===== src/rtl/mem_port_arbiter.sv =====
// Round-robin arbiter sharing one memory port between fetch and load/store.
// One transaction in flight; a watchdog aborts acks that never arrive.
module mem_port_arbiter #(
    parameter int BIT_WIDTH   = 32,
    parameter int TIMEOUT_CYC = 16,
    parameter int CNT_W       = 5
) (
    input  logic                 clk,
    input  logic                 rst,
    input  logic                 IREQ,
    input  logic [BIT_WIDTH-1:0] IAD,
    output logic [BIT_WIDTH-1:0] IDT,
    output logic                 ACKI_n,
    input  logic                 DREQ,
    input  logic                 DWRITE,
    input  logic [1:0]           DSIZE,
    input  logic [BIT_WIDTH-1:0] DAD,
    input  logic [BIT_WIDTH-1:0] DWDT,
    output logic [BIT_WIDTH-1:0] DRDT,
    output logic                 ACKD_n,
    output logic [BIT_WIDTH-1:0] MAD,
    output logic [BIT_WIDTH-1:0] MWDT,
    input  logic [BIT_WIDTH-1:0] MRDT,
    output logic                 MREQ,
    output logic                 MWRITE,
    output logic [1:0]           MSIZE,
    input  logic                 MACK_n,
    output logic                 BUS_ERR
);

    typedef enum logic [1:0] {
        IDLE,
        IBUSY,
        DBUSY,
        DONE
    } state_t;

    localparam logic [CNT_W-1:0] W_TMO_LAST = CNT_W'(TIMEOUT_CYC - 1);
    localparam logic [CNT_W-1:0] W_WD_MAX   = '1;

    state_t               r_state;
    state_t               w_next;
    logic                 r_last_d;
    logic [CNT_W-1:0]     r_wd;
    logic                 w_gnt_i;
    logic                 w_gnt_d;
    logic                 w_ack_ok;
    logic                 w_tmo;
    logic [BIT_WIDTH-1:0] w_cap;

    // Data wins a conflict unless it was the side granted last.
    logic w_pick_d;
    assign w_pick_d = DREQ && (!IREQ || !r_last_d);

    always_ff @(posedge clk) begin
        if (!rst) r_state <= IDLE;
        else      r_state <= w_next;
    end

    always_comb begin
        w_next   = r_state;
        w_gnt_i  = 1'b0;
        w_gnt_d  = 1'b0;
        w_ack_ok = 1'b0;
        w_tmo    = 1'b0;
        unique case (r_state)
            IDLE: begin
                if (w_pick_d) begin
                    w_gnt_d = 1'b1;
                    w_next  = DBUSY;
                end else if (IREQ) begin
                    w_gnt_i = 1'b1;
                    w_next  = IBUSY;
                end
            end
            IBUSY, DBUSY: begin
                if (!MACK_n) begin
                    w_ack_ok = 1'b1;
                    w_next   = DONE;
                end else if (r_wd == W_TMO_LAST) begin
                    w_tmo  = 1'b1;
                    w_next = DONE;
                end
            end
            DONE:    w_next = IDLE;
            default: w_next = IDLE;
        endcase
    end

    assign w_cap = w_tmo ? '0 : MRDT;

    always_ff @(posedge clk) begin
        if (!rst) begin
            MREQ     <= 1'b0;
            MWRITE   <= 1'b0;
            MSIZE    <= 2'b00;
            MAD      <= '0;
            MWDT     <= '0;
            IDT      <= '0;
            DRDT     <= '0;
            ACKI_n   <= 1'b1;
            ACKD_n   <= 1'b1;
            BUS_ERR  <= 1'b0;
            r_wd     <= '0;
            r_last_d <= 1'b0;
        end else begin
            if (w_gnt_i) begin
                MREQ     <= 1'b1;
                MAD      <= IAD;
                MWRITE   <= 1'b0;
                MSIZE    <= 2'b00;
                r_last_d <= 1'b0;
            end
            if (w_gnt_d) begin
                MREQ     <= 1'b1;
                MAD      <= DAD;
                MWRITE   <= DWRITE;
                MSIZE    <= DSIZE;
                MWDT     <= DWDT;
                r_last_d <= 1'b1;
            end
            if (w_ack_ok || w_tmo) begin
                MREQ    <= 1'b0;
                BUS_ERR <= w_tmo;
                if (r_state == IBUSY) begin
                    IDT    <= w_cap;
                    ACKI_n <= 1'b0;
                end else begin
                    DRDT   <= w_cap;
                    ACKD_n <= 1'b0;
                end
            end else if ((r_state == IBUSY || r_state == DBUSY)
                         && r_wd != W_WD_MAX) begin
                r_wd <= r_wd + 1'b1;
            end
            if (r_state == DONE) begin
                ACKI_n  <= 1'b1;
                ACKD_n  <= 1'b1;
                BUS_ERR <= 1'b0;
                r_wd    <= '0;
            end
        end
    end

endmodule


===== config.mk =====
export PLATFORM = sky130hd
export DESIGN_NAME = mem_port_arbiter
export DESIGN_NICKNAME = d
export VERILOG_FILES = /design/src/rtl/mem_port_arbiter.sv
export SDC_FILE = /design/constraint.sdc
export NUM_CORES = 1
export LEC_CHECK = 0
export CAP_MARGIN = 25
export CORE_ASPECT_RATIO = 0.5
export CORE_MARGIN = 10
export CORE_UTILIZATION = 44
export CTS_BUF_LIST = sky130_fd_sc_hd__clkbuf_2
export DETAILED_ROUTE_END_ITERATION = 16
export GPL_TIMING_DRIVEN = 0
export PLACE_DENSITY_LB_ADDON = 0.3
export SYNTH_ARGS = -nofsm -noshare
export SYNTH_HDL_FRONTEND = slang
export SYNTH_SLANG_ARGS = --single-unit

===== constraint.sdc =====
create_clock -name clk -period 5 [get_ports clk]
set_clock_uncertainty 0.05 [all_clocks]
set_input_delay 1 -clock clk [delete_from_list [all_inputs] [get_ports clk]]
set_output_delay 1 -clock clk [all_outputs]
set_load 0.01 [all_outputs]

# --- Yosys cells after proc, flatten, opt, wreduce, memory -nomap -nowiden ---
# Cells that the tools add are included.
classes:
  mul: 0
  n_reduce_logical: 16
  n_bitwise: 3
  muxes: 25
  n_eq_ne: 7
  div_mod_pow: 0
  n_addsub: 1
  n_lt_le_gt_ge: 0
  shift: 0
ops:
  columns: ["operator", "n"]
  rows:
  - ["$mux 32", 3]
  - ["$mux 1", 15]
  - ["$mux 2", 6]
  - ["$reduce_and 2->1", 4]
  - ["$ne 3x3->1 const B", 2]
  - ["$pmux 2 s3", 1]
  - ["$reduce_or 2->1", 3]
  - ["$add 5x1->5 const B", 1]
  - ["$eq 5x4->1 const B", 1]
  - ["$ne 5x5->1 const B", 1]
  - ["$eq 2x2->1 const B", 2]
  - ["$logic_or 1x1->1", 3]
  - ["$not 1->1", 3]
  - ["$eq 2x1->1 const B", 1]
  - ["$logic_and 1x1->1", 2]
  - ["$logic_not 1->1", 2]
  - ["$logic_not 2->1", 1]
  - ["$reduce_bool 2->1", 1]
totals:
  out_inout_bits: 135
  input_bits: 136
  regBits: 143
  latchBits: 0
  ramBits: 0
  mem_bits_ro: 0
  n_memories: 0

# --- Depth between registers and ports, before layout ---
# Gate-level depths: netlist of run 1.
depth:
  ltp_word: 7
  depth_mapped: 8
  mapped_depth_nobuf: 6

# --- Worst setup path after synthesis of run 1 ---
# Ideal clock, no wire load.
synth_timing:
  path_type: "input to register"
  start: "input rst"
  end: "register MSIZE[0]"
  n_path_buf: 3
  path_stages: 5
  setup_slack_ps: 3086
  t_arrival_ps: 1746
  path_cell_list: "buf_2 > inv_1 > buf_2 > buf_2 > nor2_1"
synth_lines:
  columns: ["element", "line", "rtl"]
  rows:
  - ["start, declared", "9", "input logic rst,"]
  - ["end signal, assigned", "96", "MSIZE <= 2'b00;"]
  - ["end signal, assigned", "111", "MSIZE <= 2'b00;"]
  - ["end signal, assigned", "118", "MSIZE <= DSIZE;"]
  - ["end, declared", "26", "output logic [1:0] MSIZE,"]
# No word-level cell between the ends.

# --- Final worst setup path of run 1 ---
layout_timing:
  start: "register DRDT[5]"
  end: "output DRDT[5]"
layout_lines:
  columns: ["element", "line", "rtl"]
  rows:
  - ["start, declared", "19", "output logic [BIT_WIDTH-1:0] DRDT,"]
  - ["start signal, assigned", "129", "DRDT <= w_cap;"]
# No word-level cell between the ends.

==> run_summary.xml, run 1 <==
<?xml version="1.0" encoding="UTF-8"?>
<metrics>
  <group name="outcome">
    <metric name="outcome" unit="">finished clean</metric>
  </group>
  <group name="cells_and_area">
    <metric name="layout.cells.most_common_list" unit="">sky130_fd_sc_hd__clkdlybuf4s50_1, sky130_fd_sc_hd__dfxtp_1, sky130_fd_sc_hd__a22o_1</metric>
    <metric name="mostFrequentLayoutCell" unit="">sky130_fd_sc_hd__clkdlybuf4s50_1</metric>
    <metric name="syn2layout_area_growth" unit="%">60.6</metric>
    <metric name="layout-drive-gt1-share" unit="%">9.76</metric>
    <metric name="finalNetCount" unit="">919</metric>
  </group>
  <group name="timing">
    <metric name="final_critical_path_setup_slack" unit="ps">2250</metric>
    <metric name="fin_crit_sh" unit="%">55.0</metric>
    <metric name="timing.final.max_slew_violations" unit="">0</metric>
    <metric name="slew_headroom" unit="%">65.5</metric>
    <metric name="worst_pin_slew" unit="ps">512</metric>
    <metric name="setup_tns" unit="ps">0</metric>
    <metric name="report.final.hold_viol_count" unit="">0</metric>
    <metric name="period_minus_slack" unit="ps">2750</metric>
    <metric name="unrepaired_setup_endpoints_after_global_routing" unit="">no</metric>
    <metric name="achievable-frequency" unit="MHz">364</metric>
    <metric name="finalSetupViolations" unit="">0</metric>
  </group>
  <group name="route">
    <metric name="number_of_drc_markers_after_the_initial_detailed_route_iteration" unit="">306</metric>
    <metric name="drt-pass1-iter-count" unit="">6</metric>
    <metric name="total_via_count_after_detailed_routing" unit="">5202</metric>
    <metric name="wl_met2" unit="um">9300</metric>
    <metric name="drc" unit="">0</metric>
    <metric name="wirelength" unit="um">19100</metric>
    <metric name="wl_met1" unit="um">7570</metric>
    <metric name="route.detailed.wl_per_inst" unit="um">19.9</metric>
    <metric name="antenna_left" unit="">0</metric>
    <metric name="top_layer" unit="">met4</metric>
    <metric name="wl_met3" unit="um">1730</metric>
    <metric name="detail_route.vias_per_cell" unit="">5.42</metric>
  </group>
  <group name="clocking">
    <metric name="hold_buffers" unit="">0</metric>
    <metric name="post_cts_resize_count" unit="">0</metric>
    <metric name="clock_tree.htree_level_count" unit="">4</metric>
    <metric name="cts-buffers-inserted" unit="">17</metric>
    <metric name="cts_root_buffer" unit="">sky130_fd_sc_hd__clkbuf_2</metric>
    <metric name="cts_post_setup_buffers_inserted" unit="">0</metric>
    <metric name="clock_sink_count" unit="">143</metric>
    <metric name="worst_setup_hold_path_clk_slew" unit="ps">240</metric>
    <metric name="ctsLongestPathBuffers" unit="">2</metric>
    <metric name="clkLatencyLatePin" unit="ps">680</metric>
    <metric name="cts_tree" unit="">done</metric>
  </group>
  <group name="floorplanning">
    <metric name="initial_utilization" unit="%">45.1</metric>
    <metric name="overall_die_area" unit="mm2">0.0172</metric>
    <metric name="pin_count" unit="">271</metric>
    <metric name="fp.dieH" unit="um">97.9</metric>
    <metric name="die_w" unit="um">176</metric>
    <metric name="placement_rows" unit="">28</metric>
    <metric name="core_region_area" unit="mm2">0.0118</metric>
  </group>
  <group name="yosys">
    <metric name="synth_area" unit="mm2">0.00534</metric>
    <metric name="synthDominantCellAreaShare" unit="%">53.6</metric>
    <metric name="cell_taking_the_most_area_after_synthesis" unit="">sky130_fd_sc_hd__dfxtp_1</metric>
    <metric name="synth_top_cells_by_area" unit="">sky130_fd_sc_hd__dfxtp_1, sky130_fd_sc_hd__a22o_1, sky130_fd_sc_hd__o211a_1</metric>
    <metric name="netlist-cell-type-count" unit="">40</metric>
    <metric name="synth-seq-cells" unit="">143</metric>
    <metric name="average_size_of_a_mapped_cell" unit="um2">10.9</metric>
    <metric name="sequential_area_share_after_synthesis" unit="%">53.6</metric>
    <metric name="net_count_after_synthesis" unit="">630</metric>
    <metric name="syn-instance-count" unit="">488</metric>
    <metric name="synth_warnings" unit="">0</metric>
  </group>
  <group name="placement">
    <metric name="io_buffer_count" unit="">270</metric>
    <metric name="final_weighted_congestion_in_routability_driven_placement" unit="">0.788</metric>
    <metric name="post_placement_worst_setup_slack" unit="ps">2310</metric>
    <metric name="hpwlAfterDp" unit="um">14700</metric>
  </group>
  <group name="setup_path">
    <metric name="path_max_fanout" unit="">2</metric>
    <metric name="reg_to_reg_critical_path_endpoint" unit="">DRDT[3]$_SDFFE_PN0P_</metric>
    <metric name="crit_path_top_delay_cell" unit="">sky130_fd_sc_hd__clkdlybuf4s50_1</metric>
    <metric name="timing.rr.start" unit="">r_wd[0]$_SDFFE_PP0P_</metric>
    <metric name="sort_of_element_at_the_start_of_the_critical_path" unit="">flop</metric>
    <metric name="worstPathArrival" unit="ps">1700</metric>
    <metric name="ff2ff_path_depth" unit="">7</metric>
    <metric name="critical_path_class" unit="">flop to output pin</metric>
    <metric name="worst_path_largest_cell_delay" unit="ps">560</metric>
    <metric name="setup.worst_path.end" unit="">DRDT[5]</metric>
    <metric name="critical_path_required" unit="ps">3950</metric>
    <metric name="crit_buf_inv" unit="">1</metric>
    <metric name="timing.critical_path.depth" unit="">1</metric>
    <metric name="critical_path.top_delay_family" unit="">buffers and inverters</metric>
    <metric name="end_kind" unit="">output pin</metric>
    <metric name="critical_path.startpoint" unit="">DRDT[5]$_SDFFE_PN0P_</metric>
    <metric name="worstPathCellList" unit="">clkdlybuf4s50_1</metric>
    <metric name="setup.reg_to_reg.worst_slack" unit="ps">2880</metric>
  </group>
  <group name="power">
    <metric name="ir_worst_vdd" unit="mV">0.225</metric>
    <metric name="power-per-cell-area" unit="mW/mm2">464</metric>
    <metric name="leakagePower" unit="nW">3.41</metric>
  </group>
  <group name="global_route">
    <metric name="antenna_violations_before_repair" unit="">1</metric>
    <metric name="first_global_vias" unit="">5276</metric>
    <metric name="grt_first_pass_wirelength" unit="um">29100</metric>
    <metric name="groute.usage.overall" unit="%">20.9</metric>
    <metric name="largest_net_degree_at_the_start_of_global_routing" unit="">17</metric>
    <metric name="grt.overflow.total" unit="">0</metric>
  </group>
  <group name="hold_path">
    <metric name="worstHoldPathType" unit="">flop to flop</metric>
  </group>
  <group name="run">
    <metric name="timing.max_cap.violations" unit="">0</metric>
  </group>
</metrics>
state kept, by name, indices dropped and copies added (netlist names):
signal	count
IDT	32
r_last_d	1
MSIZE	2
BUS_ERR	1
ACKI_n	1
MREQ	1
DRDT	32
MAD	32
MWRITE	1
r_state	2
r_wd	5
MWDT	32
ACKD_n	1
power breakdown:
part	internal [mW]	switching [mW]
logic	0.879	0.762
registers	1.37	0.124
clock network	0.386	0.456
through the flow:
stage | power [mW] | hold WS (ps) | instances | area [um2] | util (%)
floorplan | 2.39 | 404 | 488 | 5340 | -
global placement | 3.11 | 396 | 923 | 8250 | 69.7
detailed placement | 3.16 | 393 | 923 | 8250 | 69.7
CTS | 4.00 | 434 | 954 | 8560 | 72.3
global route | 4.21 | 460 | 959 | 8570 | 72.4
finish | 3.98 | 430 | 959 | 8570 | 72.4
cell usage after synthesis:
library cell	instances
sky130_fd_sc_hd__dfxtp_1	143
sky130_fd_sc_hd__a22o_1	64
sky130_fd_sc_hd__a21oi_1	37
sky130_fd_sc_hd__nand3_1	35
sky130_fd_sc_hd__o21ai_0	35
sky130_fd_sc_hd__o211a_1	32
sky130_fd_sc_hd__o32a_1	32
sky130_fd_sc_hd__buf_2	21
sky130_fd_sc_hd__clkbuf_1	10
sky130_fd_sc_hd__buf_4	9
sky130_fd_sc_hd__buf_6	7
sky130_fd_sc_hd__inv_1	7
sky130_fd_sc_hd__nand2_1	7
sky130_fd_sc_hd__nor2_1	7
sky130_fd_sc_hd__ha_1	6
sky130_fd_sc_hd__a32oi_1	3
sky130_fd_sc_hd__and3_1	3
sky130_fd_sc_hd__clkbuf_2	3
sky130_fd_sc_hd__a211oi_1	2
sky130_fd_sc_hd__a21o_1	2
sky130_fd_sc_hd__a31oi_4	2
sky130_fd_sc_hd__nand2b_1	2
sky130_fd_sc_hd__or3_1	2
sky130_fd_sc_hd__a2bb2oi_1	1
sky130_fd_sc_hd__a31oi_1	1
sky130_fd_sc_hd__and2_0	1
sky130_fd_sc_hd__and2_1	1
sky130_fd_sc_hd__and4bb_2	1
sky130_fd_sc_hd__mux2i_1	1
sky130_fd_sc_hd__nand2_2	1
sky130_fd_sc_hd__nand2b_2	1
sky130_fd_sc_hd__nand4bb_1	1
sky130_fd_sc_hd__nor2b_1	1
sky130_fd_sc_hd__nor2b_2	1
sky130_fd_sc_hd__nor3_1	1
sky130_fd_sc_hd__o21a_1	1
sky130_fd_sc_hd__o221ai_1	1
sky130_fd_sc_hd__o311ai_0	1
sky130_fd_sc_hd__or4b_1	1
sky130_fd_sc_hd__xnor2_1	1
per-layer routing:
metal / track usage (%) / vias up
li1: - / 2462
met1: 23.2 / 2498
met2: 35.5 / 207
met3: 8.30 / 35
met4: 8.03 / 0
met5: 0 / -
how the worst min path moves through the flow:
stage                         start                    to  slack, ps  cells after the start
3_5_place_dp    ACKI_n$_SDFFE_PP1P_   ACKI_n$_SDFFE_PP1P_        390                      1
5_1_grt        MWDT[9]$_SDFFE_PN0P_  MWDT[9]$_SDFFE_PN0P_        460                      2
6_report        ACKI_n$_SDFFE_PP1P_   ACKI_n$_SDFFE_PP1P_        430                      1
2_1_floorplan  r_wd[1]$_SDFFE_PP0P_  r_wd[1]$_SDFFE_PP0P_        400                      2
3_3_place_gp    ACKI_n$_SDFFE_PP1P_   ACKI_n$_SDFFE_PP1P_        400                      1
4_1_cts         ACKI_n$_SDFFE_PP1P_   ACKI_n$_SDFFE_PP1P_        430                      1
cell families (layout without fill, tap and decap cells):
kind of cell / Yosys count / count (layout) / share of synthesized area, %
adders and majority gates: 6 / 6 / 1.41
other: 0 / 5 / 0
xor gates and xnor gates: 1 / 1 / 0.164
DFF: 143 / 143 / 53.6
muxes: 1 / 1 / 0.187
buffers and inverters: 57 / 358 / 6.19
and+or+nand+nor: 66 / 66 / 6.61
AOI/OAI and AO/OA: 214 / 214 / 31.8
layout make-up:
cell class | count | area (um2)
multi-input cells | 288 | 2150
flip-flops and latches | 143 | 2860
fillers | 869 | 3270
repair buffers | 270 | 2700
inverters | 7 | 26.3
clock inverters | 14 | 228
well taps | 165 | 206
clock buffers | 17 | 85.1
plain buffers | 50 | 304
diodes | 5 | 12.5
(Power assumes the default switching activity.)
==> run 2, diff against run 1 <==
--- a/config.mk
+++ b/config.mk
@@ -8,7 +8,7 @@
 export CAP_MARGIN = 25
 export CORE_ASPECT_RATIO = 0.5
 export CORE_MARGIN = 10
-export CORE_UTILIZATION = 44
+export CORE_UTILIZATION = 41
 export CTS_BUF_LIST = sky130_fd_sc_hd__clkbuf_2
 export DETAILED_ROUTE_END_ITERATION = 16
 export GPL_TIMING_DRIVEN = 0
==> constraint.sdc (replaced) <==
create_clock -name clk -period 2.7 [get_ports clk]
set_clock_uncertainty 0.05 [all_clocks]
set_input_delay 0.54 -clock clk [delete_from_list [all_inputs] [get_ports clk]]
set_output_delay 0.54 -clock clk [all_outputs]
set_load 0.01 [all_outputs]
==> run_summary.xml, run 2 (synthesis gave the netlist of run 1 again) <==
<?xml version="1.0" encoding="UTF-8"?>
<metrics>
  <group name="floorplanning">
    <metric name="pin_count" unit="">271</metric>
    <metric name="core_region_area" unit="mm2">0.0127</metric>
    <metric name="placement_rows" unit="">29</metric>
    <metric name="fp.dieH" unit="um">101</metric>
    <metric name="initial_utilization" unit="%">42.0</metric>
    <metric name="overall_die_area" unit="mm2">0.0183</metric>
    <metric name="die_w" unit="um">181</metric>
  </group>
  <group name="clocking">
    <metric name="clock_tree.htree_level_count" unit="">4</metric>
    <metric name="cts_tree" unit="">done</metric>
    <metric name="ctsLongestPathBuffers" unit="">2</metric>
    <metric name="cts_root_buffer" unit="">sky130_fd_sc_hd__clkbuf_2</metric>
    <metric name="cts_post_setup_buffers_inserted" unit="">0</metric>
    <metric name="clkLatencyLatePin" unit="ps">690</metric>
    <metric name="worst_setup_hold_path_clk_slew" unit="ps">260</metric>
    <metric name="hold_buffers" unit="">0</metric>
    <metric name="clock_sink_count" unit="">143</metric>
    <metric name="cts-buffers-inserted" unit="">17</metric>
    <metric name="post_cts_resize_count" unit="">0</metric>
  </group>
  <group name="setup_path">
    <metric name="worst_path_largest_cell_delay" unit="ps">560</metric>
    <metric name="path_max_fanout" unit="">2</metric>
    <metric name="critical_path_required" unit="ps">2110</metric>
    <metric name="critical_path_class" unit="">flop to output pin</metric>
    <metric name="crit_path_top_delay_cell" unit="">sky130_fd_sc_hd__clkdlybuf4s50_1</metric>
    <metric name="worstPathCellList" unit="">clkdlybuf4s50_1</metric>
    <metric name="worstPathArrival" unit="ps">1690</metric>
    <metric name="end_kind" unit="">output pin</metric>
    <metric name="critical_path.top_delay_family" unit="">buffers and inverters</metric>
    <metric name="crit_buf_inv" unit="">1</metric>
    <metric name="sort_of_element_at_the_start_of_the_critical_path" unit="">flop</metric>
  </group>
  <group name="outcome">
    <metric name="outcome" unit="">finished clean</metric>
  </group>
  <group name="run">
    <metric name="timing.max_cap.violations" unit="">0</metric>
  </group>
  <group name="global_route">
    <metric name="first_global_vias" unit="">5162</metric>
    <metric name="grt.overflow.total" unit="">0</metric>
    <metric name="antenna_violations_before_repair" unit="">0</metric>
    <metric name="groute.usage.overall" unit="%">19.2</metric>
    <metric name="largest_net_degree_at_the_start_of_global_routing" unit="">17</metric>
    <metric name="grt_first_pass_wirelength" unit="um">28200</metric>
  </group>
  <group name="placement">
    <metric name="final_weighted_congestion_in_routability_driven_placement" unit="">0.767</metric>
    <metric name="post_placement_worst_setup_slack" unit="ps">487</metric>
    <metric name="hpwlAfterDp" unit="um">14200</metric>
    <metric name="io_buffer_count" unit="">270</metric>
  </group>
  <group name="route">
    <metric name="detail_route.vias_per_cell" unit="">5.34</metric>
    <metric name="total_via_count_after_detailed_routing" unit="">5128</metric>
    <metric name="drt-pass1-iter-count" unit="">5</metric>
    <metric name="drc" unit="">0</metric>
    <metric name="wirelength" unit="um">18600</metric>
    <metric name="route.detailed.wl_per_inst" unit="um">19.3</metric>
    <metric name="antenna_left" unit="">0</metric>
    <metric name="number_of_drc_markers_after_the_initial_detailed_route_iteration" unit="">269</metric>
  </group>
  <group name="timing">
    <metric name="report.final.hold_viol_count" unit="">0</metric>
    <metric name="achievable-frequency" unit="MHz">438</metric>
    <metric name="final_critical_path_setup_slack" unit="ps">417</metric>
    <metric name="fin_crit_sh" unit="%">84.5</metric>
    <metric name="timing.final.max_slew_violations" unit="">0</metric>
    <metric name="worst_pin_slew" unit="ps">500</metric>
    <metric name="period_minus_slack" unit="ps">2280</metric>
    <metric name="slew_headroom" unit="%">66.3</metric>
    <metric name="setup_tns" unit="ps">0</metric>
    <metric name="unrepaired_setup_endpoints_after_global_routing" unit="">no</metric>
    <metric name="finalSetupViolations" unit="">0</metric>
  </group>
  <group name="cells_and_area">
    <metric name="finalNetCount" unit="">919</metric>
    <metric name="layout-drive-gt1-share" unit="%">9.87</metric>
    <metric name="diodes" unit="">0</metric>
    <metric name="syn2layout_area_growth" unit="%">59.0</metric>
    <metric name="layout.cells.most_common_list" unit="">sky130_fd_sc_hd__clkdlybuf4s50_1, sky130_fd_sc_hd__dfxtp_1, sky130_fd_sc_hd__a22o_1</metric>
    <metric name="mostFrequentLayoutCell" unit="">sky130_fd_sc_hd__clkdlybuf4s50_1</metric>
  </group>
  <group name="power">
    <metric name="switchingPower" unit="mW">2.50</metric>
    <metric name="comb_power_share" unit="%">42.9</metric>
    <metric name="power-per-cell-area" unit="mW/mm2">828</metric>
    <metric name="leakagePower" unit="nW">3.38</metric>
    <metric name="ir_worst_vdd" unit="mV">0.383</metric>
    <metric name="power.internal" unit="mW">4.53</metric>
    <metric name="power.share.switching" unit="%">35.5</metric>
    <metric name="clock_power_share" unit="%">17.7</metric>
    <metric name="power_frac_seq" unit="%">39.4</metric>
  </group>
  <group name="hold_path">
    <metric name="worstHoldPathType" unit="">input port to flop</metric>
  </group>
</metrics>
-- run 2: final timing paths --
kind	endpoint	slack [ps]	from	cells past startpoint
min	MWDT[12]$_SDFFE_PN0P_	300	DWDT[12]	3
max	DRDT[0]	420	DRDT[0]$_SDFFE_PN0P_	1
min reg2reg	ACKD_n$_SDFFE_PP1P_	430	ACKD_n$_SDFFE_PP1P_	1
max reg2reg	IDT[15]$_SDFFE_PN0P_	600	r_wd[0]$_SDFFE_PP0P_	7
-- run 2: power by group through the flow --
stage / clock network, mW / registers, mW / logic (mW)
after floorplan: 0 / 2.97 / 1.46
after global placement: 0 / 2.79 / 2.98
after detailed placement: 0 / 2.81 / 3.03
after CTS: 1.28 / 2.76 / 3.04
after global routing: 1.38 / 2.82 / 3.26
final: 1.25 / 2.77 / 3.01
-- run 2: layer usage --
layer	GRT usage, %	vias to the layer above	share of wire, %	wire length [um]
met2	33.2	186	49	9160
li1	-	2459	-	-
met1	20.9	2459	40	7430
met3	7.74	24	8.8	1630
met4	7.46	0	1.9	355
met5	0	-	0	0
-- run 2: final cells by class --
class | instances | area, um2
fillers | 1047 | 4210
flip-flops and latches | 143 | 2860
repair buffers | 270 | 2700
multi-input cells | 288 | 2150
plain buffers | 50 | 304
well taps | 170 | 213
clock inverters | 14 | 144
clock buffers | 18 | 90.1
inverters | 7 | 26.3
-- run 2: per-stage QoR --
stage	area (um2)	power (mW)	hold slack, ps	utilization (%)	std cells
floorplan	5340	4.43	404	-	488
global placement	8260	5.77	386	65.0	928
detailed placement	8260	5.84	390	65.0	928
CTS	8490	7.09	255	66.8	960
global route	8490	7.46	223	66.8	960
finish	8490	7.03	301	66.8	960
==> run 3, diff against run 2 <==
==> constraint.sdc (replaced) <==
create_clock -name clk -period 2.1 [get_ports clk]
set_clock_uncertainty 0.05 [all_clocks]
set_input_delay 0.42 -clock clk [delete_from_list [all_inputs] [get_ports clk]]
set_output_delay 0.42 -clock clk [all_outputs]
set_load 0.01 [all_outputs]
==> run_summary.xml, run 3 (synthesis gave the netlist of run 1 again) <==
<?xml version="1.0" encoding="UTF-8"?>
<metrics>
  <group name="outcome">
    <metric name="outcome" unit="">finished clean</metric>
  </group>
  <group name="placement">
    <metric name="io_buffer_count" unit="">270</metric>
    <metric name="hpwlAfterDp" unit="um">14200</metric>
    <metric name="final_weighted_congestion_in_routability_driven_placement" unit="">0.767</metric>
    <metric name="dpl_cell_area" unit="mm2">0.00826</metric>
    <metric name="dpl.cell_count" unit="">928</metric>
    <metric name="post_placement_worst_setup_slack" unit="ps">6.72</metric>
  </group>
  <group name="clocking">
    <metric name="clock_tree.htree_level_count" unit="">4</metric>
    <metric name="clock_sink_count" unit="">143</metric>
    <metric name="cts_root_buffer" unit="">sky130_fd_sc_hd__clkbuf_2</metric>
    <metric name="ctsLongestPathBuffers" unit="">2</metric>
    <metric name="cts_tree" unit="">done</metric>
    <metric name="cts-buffers-inserted" unit="">17</metric>
    <metric name="clkLatencyLatePin" unit="ps">690</metric>
    <metric name="worst_setup_hold_path_clk_slew" unit="ps">240</metric>
  </group>
  <group name="cells_and_area">
    <metric name="syn2layout_area_growth" unit="%">58.1</metric>
    <metric name="final_instance_count_excl_fillers" unit="">965</metric>
    <metric name="count_of_filler_cells_inserted_in_the_layout" unit="">1086</metric>
    <metric name="layout-drive-gt1-share" unit="%">17.5</metric>
    <metric name="layout.cells.most_common_list" unit="">sky130_fd_sc_hd__clkdlybuf4s50_1, sky130_fd_sc_hd__dlygate4sd2_1, sky130_fd_sc_hd__dfxtp_1</metric>
    <metric name="post-route-cell-area" unit="mm2">0.00844</metric>
    <metric name="diodes" unit="">0</metric>
    <metric name="finalNetCount" unit="">924</metric>
  </group>
  <group name="setup_path">
    <metric name="critical_path.startpoint" unit="">r_wd[0]$_SDFFE_PP0P_</metric>
    <metric name="critical_path_required" unit="ps">2700</metric>
    <metric name="path_max_fanout" unit="">10</metric>
    <metric name="critical_path_class" unit="">flop to flop</metric>
    <metric name="worstPathArrival" unit="ps">2600</metric>
    <metric name="end_kind" unit="">flop</metric>
    <metric name="sort_of_element_at_the_start_of_the_critical_path" unit="">flop</metric>
    <metric name="timing.rr.start" unit="">r_wd[0]$_SDFFE_PP0P_</metric>
  </group>
  <group name="floorplanning">
    <metric name="overall_die_area" unit="mm2">0.0183</metric>
    <metric name="fp.dieH" unit="um">101</metric>
    <metric name="die_w" unit="um">181</metric>
    <metric name="pin_count" unit="">271</metric>
    <metric name="core_region_area" unit="mm2">0.0127</metric>
    <metric name="initial_utilization" unit="%">42.0</metric>
    <metric name="placement_rows" unit="">29</metric>
  </group>
  <group name="power">
    <metric name="power.internal" unit="mW">5.54</metric>
    <metric name="switchingPower" unit="mW">3.20</metric>
    <metric name="power.share.switching" unit="%">36.6</metric>
    <metric name="clock_power_share" unit="%">18.3</metric>
    <metric name="comb_power_share" unit="%">40.9</metric>
    <metric name="ir_worst_vdd" unit="mV">0.472</metric>
    <metric name="power_frac_seq" unit="%">40.9</metric>
    <metric name="power-per-cell-area" unit="mW/mm2">1040</metric>
    <metric name="leakagePower" unit="nW">3.99</metric>
  </group>
  <group name="timing">
    <metric name="report.final.hold_viol_count" unit="">0</metric>
    <metric name="final_critical_path_setup_slack" unit="ps">101</metric>
    <metric name="period_minus_slack" unit="ps">2000</metric>
    <metric name="finalSetupViolations" unit="">0</metric>
    <metric name="slew_headroom" unit="%">67.1</metric>
    <metric name="setup_tns" unit="ps">0</metric>
    <metric name="worst_pin_slew" unit="ps">488</metric>
    <metric name="fin_crit_sh" unit="%">95.2</metric>
    <metric name="achievable-frequency" unit="MHz">500</metric>
    <metric name="unrepaired_setup_endpoints_after_global_routing" unit="">no</metric>
    <metric name="timing.final.max_slew_violations" unit="">0</metric>
  </group>
  <group name="global_route">
    <metric name="grt.overflow.total" unit="">0</metric>
    <metric name="first_global_vias" unit="">5189</metric>
    <metric name="antenna_violations_before_repair" unit="">0</metric>
    <metric name="groute.usage.overall" unit="%">19.3</metric>
    <metric name="grt_first_pass_wirelength" unit="um">28400</metric>
    <metric name="largest_net_degree_at_the_start_of_global_routing" unit="">17</metric>
  </group>
  <group name="route">
    <metric name="antenna_left" unit="">0</metric>
    <metric name="drc" unit="">0</metric>
    <metric name="wirelength" unit="um">18600</metric>
    <metric name="total_via_count_after_detailed_routing" unit="">5160</metric>
    <metric name="detail_route.vias_per_cell" unit="">5.35</metric>
    <metric name="number_of_drc_markers_after_the_initial_detailed_route_iteration" unit="">253</metric>
    <metric name="drt-pass1-iter-count" unit="">5</metric>
    <metric name="route.detailed.wl_per_inst" unit="um">19.3</metric>
  </group>
  <group name="hold_path">
    <metric name="hold_path_startpoint" unit="">DWDT[12]</metric>
    <metric name="worstHoldPathType" unit="">input port to flop</metric>
  </group>
  <group name="run">
    <metric name="timing.max_cap.violations" unit="">0</metric>
  </group>
</metrics>
run 3: cell count changes in the layout (fill, tap and decap cells not counted):
| cell | before | now |
|---|---|---|
| sky130_fd_sc_hd__nand2b_2 | 1 | 0 |
| sky130_fd_sc_hd__buf_6 | 7 | 10 |
| sky130_fd_sc_hd__dfxtp_1 | 143 | 87 |
| sky130_fd_sc_hd__dfxtp_2 | 0 | 56 |
| sky130_fd_sc_hd__dlygate4sd2_1 | 0 | 135 |
| sky130_fd_sc_hd__clkdlybuf4s50_1 | 270 | 135 |
| sky130_fd_sc_hd__buf_4 | 9 | 11 |
| sky130_fd_sc_hd__nand2b_4 | 0 | 1 |
run 3: final cells by class:
| type | instances | area (um2) | area share (%) |
|---|---|---|---|
| Buffer | 50 | 315 | 3.73 |
| Sequential cell | 143 | 2930 | 34.7 |
| Multi-Input combinational cell | 288 | 2150 | 25.5 |
| Clock buffer | 18 | 90.1 | 1.07 |
| Inverter | 7 | 26.3 | 0.311 |
| Timing Repair Buffer | 275 | 2570 | 30.4 |
| Tap cell | 170 | 213 | 2.52 |
| Clock inverter | 14 | 144 | 1.70 |
run 3: repair_timing:
| action | 4_1_cts | 5_1_grt |
|---|---|---|
| endpoints found under the setup margin | 139 | 42 |
| buffers inserted | 5 | 0 |
| gates resized for setup | 191 | 4 |
| hold buffers | 0 | 0 |
| pin swaps | 2 | 1 |
run 3: power by group through the flow:
stage | Combinational (mW) | Clock (mW) | Sequential [mW]
after detailed placement | 3.90 | 0 | 3.61
after CTS | 3.59 | 1.65 | 3.56
after global routing | 3.89 | 1.78 | 3.64
after floorplan | 1.88 | 0 | 3.82
final | 3.57 | 1.60 | 3.57
after global placement | 3.84 | 0 | 3.58
run 3: worst max-delay path, stage by stage, from the launching register on:
cell and delay (ps):
sky130_fd_sc_hd__dfxtp_1 390, sky130_fd_sc_hd__ha_1 210, sky130_fd_sc_hd__and3_1 200, sky130_fd_sc_hd__ha_1 220
sky130_fd_sc_hd__nand2b_4 200, sky130_fd_sc_hd__a31oi_4 340, sky130_fd_sc_hd__buf_6 200, sky130_fd_sc_hd__a22o_1 130
run 3: worst paths after layout:
path | endpoint | depth (start not counted) | slack (ps)
worst max-delay path | IDT[15]$_SDFFE_PN0P_ | 7 | 100
worst min-delay path | MWDT[12]$_SDFFE_PN0P_ | 3 | 190
worst max register to register | IDT[15]$_SDFFE_PN0P_ | 7 | 100
worst min register to register | ACKI_n$_SDFFE_PP1P_ | 1 | 430
run 3: layer usage:
layer  global-route usage [%]  share of wire (%)  vias up
met5                        0                  0        -
met4                     6.90                1.8        0
met3                     7.81                8.6       24
met2                     33.9                 50      200
met1                     21.0                 40     2469
li1                         -                  -     2467
run 3: metrics by stage:
stage / hold WS [ps] / util (%) / power (mW)
floorplan: 404 / - / 5.70
global placement: 386 / 65.0 / 7.42
detailed placement: 390 / 65.0 / 7.51
CTS: 131 / 66.4 / 8.81
global route: 101 / 66.5 / 9.31
finish: 187 / 66.5 / 8.74
